==> src/rtl/mac_accumulator_pkg.sv <==
// mac_accumulator_pkg: state encodings and saturation limit formulas for the MAC accumulator
package mac_accumulator_pkg;
    localparam logic [1:0] S_IDLE  = 2'd0;
    localparam logic [1:0] S_ACCUM = 2'd1;
    localparam logic [1:0] S_HOLD  = 2'd2;

    function automatic logic [63:0] acc_max_f(input int w);
        return (64'd1 << (w - 1)) - 64'd1;
    endfunction

    function automatic logic [63:0] acc_min_f(input int w);
        return 64'd1 << (w - 1);
    endfunction
endpackage

==> src/rtl/mac_accumulator_sat_adder.sv <==
// sat_adder: signed ACC_W-bit add, clamped to the representable range with an overflow flag
module sat_adder
    import mac_accumulator_pkg::*;
#(
    parameter int ACC_W = 24
) (
    input  logic [ACC_W-1:0] a,
    input  logic [ACC_W-1:0] b,
    output logic [ACC_W-1:0] sum,
    output logic             ovf
);
    localparam logic [ACC_W-1:0] ACC_MAX = ACC_W'(acc_max_f(ACC_W));
    localparam logic [ACC_W-1:0] ACC_MIN = ACC_W'(acc_min_f(ACC_W));

    logic [ACC_W:0] w_sum;

    assign w_sum = {a[ACC_W-1], a} + {b[ACC_W-1], b};
    // Top two bits disagree exactly when the true sum left the ACC_W range; bit ACC_W holds its sign.
    assign ovf   = w_sum[ACC_W] ^ w_sum[ACC_W-1];
    assign sum   = !ovf ? w_sum[ACC_W-1:0] : (w_sum[ACC_W] ? ACC_MIN : ACC_MAX);
endmodule

==> src/rtl/mac_accumulator.sv <==
// mac_accumulator: accumulates n_terms signed products into a saturating sum, presented on a valid/ready port
module mac_accumulator
    import mac_accumulator_pkg::*;
#(
    parameter int PROD_W = 16,
    parameter int ACC_W  = 24,
    parameter int CNT_W  = 8
) (
    input  logic              clk,
    input  logic              rst,
    input  logic              start,
    input  logic [CNT_W-1:0]  n_terms,
    input  logic              in_valid,
    output logic              in_ready,
    input  logic [PROD_W-1:0] product,
    output logic              out_valid,
    input  logic              out_ready,
    output logic [ACC_W-1:0]  acc_out,
    output logic              overflow,
    output logic              busy
);
    logic [1:0]       r_state;
    logic [CNT_W-1:0] r_remaining;
    logic [ACC_W-1:0] r_acc;
    logic             r_ovf;
    logic [ACC_W-1:0] w_prod_ext;
    logic [ACC_W-1:0] w_sum;
    logic             w_ovf;

    assign w_prod_ext = {{(ACC_W-PROD_W){product[PROD_W-1]}}, product};

    sat_adder #(.ACC_W(ACC_W)) u_sat_adder (
        .a   (r_acc),
        .b   (w_prod_ext),
        .sum (w_sum),
        .ovf (w_ovf)
    );

    always_ff @(posedge clk or posedge rst) begin
        if (rst) begin
            r_state     <= S_IDLE;
            r_remaining <= '0;
            r_acc       <= '0;
            r_ovf       <= 1'b0;
        end else begin
            case (r_state)
                S_IDLE: if (start) begin
                    r_acc       <= '0;
                    r_ovf       <= 1'b0;
                    r_remaining <= n_terms;
                    r_state     <= (n_terms == '0) ? S_HOLD : S_ACCUM;
                end
                S_ACCUM: if (in_valid) begin
                    r_acc       <= w_sum;
                    r_ovf       <= r_ovf | w_ovf;
                    r_remaining <= r_remaining - 1'b1;
                    if (r_remaining == CNT_W'(1)) r_state <= S_HOLD;
                end
                S_HOLD: if (out_ready) r_state <= S_IDLE;
                default: r_state <= S_IDLE;
            endcase
        end
    end

    assign in_ready  = (r_state == S_ACCUM);
    assign out_valid = (r_state == S_HOLD);
    assign busy      = in_ready | out_valid;
    assign acc_out   = r_acc;
    assign overflow  = r_ovf;
endmodule
==> config.mk <==
export PLATFORM = sky130hd
export DESIGN_NAME = mac_accumulator
export DESIGN_NICKNAME = d
export VERILOG_FILES = /design/src/rtl/mac_accumulator_pkg.sv /design/src/rtl/mac_accumulator_sat_adder.sv /design/src/rtl/mac_accumulator.sv
export SDC_FILE = /design/constraint.sdc
export NUM_CORES = 1
export LEC_CHECK = 0
export BUFFER_PORTS_ARGS = -buffer_cell sky130_fd_sc_hd__buf_2
export CAP_MARGIN = 20
export CORE_MARGIN = 4
export CORE_UTILIZATION = 58
export CTS_CLUSTER_DIAMETER = 50
export DETAILED_ROUTE_END_ITERATION = 10
export PLACE_DENSITY_LB_ADDON = 0.08
export SLEW_MARGIN = 20
export SYNTH_ARGS = -nofsm -noshare
export SYNTH_HDL_FRONTEND = slang
export SYNTH_SLANG_ARGS = --single-unit
==> constraint.sdc <==
create_clock -name clk -period 5.2 [get_ports clk]
set_input_delay 0 -clock clk [delete_from_list [all_inputs] [get_ports clk]]
set_output_delay 0 -clock clk [all_outputs]
set_load 0.01 [all_outputs]
==> key figures <==
Setup path
  – Arr. time, crit path: 3.31 ns
  – CP max FO: 24
  – Worst setup EP type: register
  – Worst path bufs/invs: 0
  – Worst r2r path cells: 10
  – CP max stage delay: 0.45 ns
  – Cells along the critical path: ha_1 > fa_1 > a211oi_2 > o211ai_2 > a31oi_4 > a21oi_2 > a31oi_1 > xnor2_4 > nor4_1 > o21ai_1
  – WP depth: 10
  – Critical Path RT: 5.36 ns
  – Crit Path Class: reg2reg
  – CP Launch Type: register
  – Crit path max-delay family: compound AO/OA/AOI/OAI gates
  – CP max stage cell: fa_1

Floorplanning
  – Io pins: 57
  – Chip width: 80.3 um
  – Die Y: 80.3 um
  – Die ar.: 0.00645 sq mm
  – Initial Util: 59.8%
  – Placement Rows: 26
  – Floorplan Core Area: 0.00507 sq mm

Logic synthesis
  – Syn avg cell area: 8.11 sq um
  – Count leader, synth: nand2_1
  – Async SR Flop Fraction: 100%
  – Main synth FF type: dfrtp_1
  – Top cells by count, synth: 43 x nand2_1, 36 x nor2_1, 35 x dfrtp_1
  – Distinct cells, synth: 53
  – Leading area contributor after synthesis: dfrtp_1
  – Mapped Area: 0.00303 sq mm
  – Sequential share of the synthesized area: 28.9%
  – Post-synth top area share: 28.9%
  – Synth top area cells: dfrtp_1 29%, ha_1 12%, nand2_1 5.3%, a21oi_1 5.1%, nor2_1 4.5%
  – Syn Inst Count: 374
  – EDFF count, synth: 0
  – Synthesized flop and latch total: 35
  – Post-Syn Nets: 433
  – Synth Warn #: 0

Timing
  – Least-Margin Pin Slew: 0.906 ns
  – Period minus WS final: 3.16 ns
  – Part of the cycle the worst path needs: 60.7%
  – Fmax: 0.317 GHz
  – RSZ-0062 raised after global routing: false
  – Slew headroom: 39.6%
  – Final hold vios: 0
  – Final setup viols: 0
  – Post-route setup TNS: 0 ns
  – Clock Skew: 0.00804 ns
  – Final slew viol count: 0

Finish
  – Layout cells sized above 1: 19.6%
  – Layout area overhead: 14.1%
  – Layout Nets: 487
  – Fin cells: 498
  – # fillers: 463
  – Diode count: 0

Placement
  – Detail Placement HPWL: 5220 um
  – PortBufs: 56
  – Dpl cells: 490
  – GPL Wtd Cong: 0.884

Worst hold path
  – Hold path cells: 3
  – Min-delay worst type: in2reg

Power and ir drop
  – Pleak: 1.68 nW
  – Power Dens Cells: 609 mW/mm^2
  – Max VDD drop: 287 uV

Clock tree
  – Clk slew on worst S/H paths: 0.07 ns
  – TritonCTS clock tree: built
  – Sink Count: 35
  – Clk root buf: clkbuf_8
  – H-tree depth: 2
  – Total CTS buffers: 5
  – Longest Clk Path Bufs: 2
  – Clock latency on the worst-skew pair: 0.29 ns
  – Setup Fix Bufs, Post-CTS: 0

Routing
  – Drt wl/cell: 14.3 um
  – Number of routed nets with antenna violations: 0
  – Via density per instance: 5.81
  – Post-Route WL: 7140 um
  – DRT Pass-1 Iters: 4
  – Vias post-DR: 2892
  – # DRC: 0
  – 1st-iter DRT viols: 125

GRT
  – Vias in the first global route: 2750
  – First-pass GRT wire length: 12200 um
  – Largest net degree at the start of global routing: 36
  – GR Overflow Total: 0
  – Initial antenna violation count: 0
  – Gr usage total: 23.7%

Job
  – Max-cap violations: 0

Run status
  – Run status: complete, no violations
## stage by stage
| step | utilization (%) | total power [mW] | setup slack [ns] | hold slack [ns] | area, sq um |
|---|---|---|---|---|---|
| floorplan | - | 1.59 | 2.62 | 0.154 | 3030 |
| global placement | 66.1 | 1.86 | 2.10 | 0.132 | 3350 |
| detailed placement | 66.3 | 1.90 | 2.06 | 0.144 | 3360 |
| CTS | 68.2 | 2.12 | 2.04 | 0.00396 | 3460 |
| global route | 68.2 | 2.32 | 1.86 | 0.0520 | 3460 |
| finish | 68.2 | 2.11 | 2.04 | 0.0122 | 3460 |
## cell families after synthesis
logic type               after synthesis  synth area share, %
adder cells (fa/ha/maj)               30                 12.6
AND/OR/NAND/NOR                      124                 18.5
buffers and inverters                 33                 4.82
flip-flops                            35                 28.9
AO/OA/AOI/OAI                        136                 30.2
XOR/XNOR                              14                 4.29
multiplexers                           2                0.660
## tightest hold or removal path, cell delays in order
cell and delay (ns):
buf_2 0.11, nor2_1 0.08, o31ai_1 0.07
## state kept, by name, summed over array words and instances, names as in the netlist
| name | flops |
|---|---|
| acc_out | 24 |
| overflow | 1 |
| r_state | 2 |
| r_remaining | 8 |
## metal layers
layer | vias to the layer above | share of wire (%) | GRT usage, %
li1 | 1462 | - | -
met5 | - | 0 | 0
met1 | 1360 | 45 | 30.5
met3 | 8 | 3.8 | 3.81
met2 | 62 | 50 | 40.6
met4 | 0 | 1.4 | 7.26
## what timing repair did
| action | 4_1_cts | 5_1_grt |
|---|---|---|
| endpoints found under the hold margin | 35 | 0 |
| hold buffers | 1 | 0 |
| resized for setup | 0 | 0 |
## cells in the final DEF (no fill, tap or decap), types with 3 or more instances in the layout
cell	Yosys	layout
o22a_1	4	4
a21o_1	9	9
nand4_1	3	3
a31oi_1	5	5
a211oi_2	3	3
o21ai_0	26	25
a21boi_0	3	3
xor2_1	3	3
nand2_1	43	43
nor2b_1	4	4
o22ai_1	5	5
xnor2_1	10	10
and3_1	4	4
o211ai_1	3	3
buf_2	0	56
nor3_1	6	6
inv_1	21	21
ha_1	29	29
nor4_1	4	4
o21ai_1	18	18
nor3b_1	3	3
dfrtp_1	35	35
nor2_1	36	36
clkbuf_8	0	6
o31ai_1	3	3
a21oi_1	31	31
nand3_1	14	14
o21ai_2	4	5
## worst paths after layout
check / from / to / slack (ns)
setup / recovery: acc_out[0] / acc_out[17] / 2.04
hold / removal: n_terms[0] / r_remaining[0] / 0.01
setup reg to reg: acc_out[0] / acc_out[17] / 2.04
hold reg to reg: acc_out[14] / acc_out[14] / 0.50
max in group asynchronous: rst / acc_out[19] / 4.49
min in group asynchronous: rst / overflow / 0.35
## final cells by class
class	instances	area [sq um]	area share (%)
Sequential cell	35	876	25.3
Clock inverter	1	5.00	0.145
Inverter	21	78.8	2.28
Multi-Input combinational cell	306	2030	58.5
Timing Repair Buffer	59	305	8.82
Tap cell	70	87.6	2.53
Clock buffer	6	82.6	2.39
## power by group
group          total, mW  internal [mW]  leakage (nW)  switching (mW)
Clock              0.207          0.104        0.0470           0.103
Sequential         0.498          0.394         0.442           0.104
Combinational       1.40          0.558          1.20           0.844
Note: power is estimated with default switching activity, not from simulation.
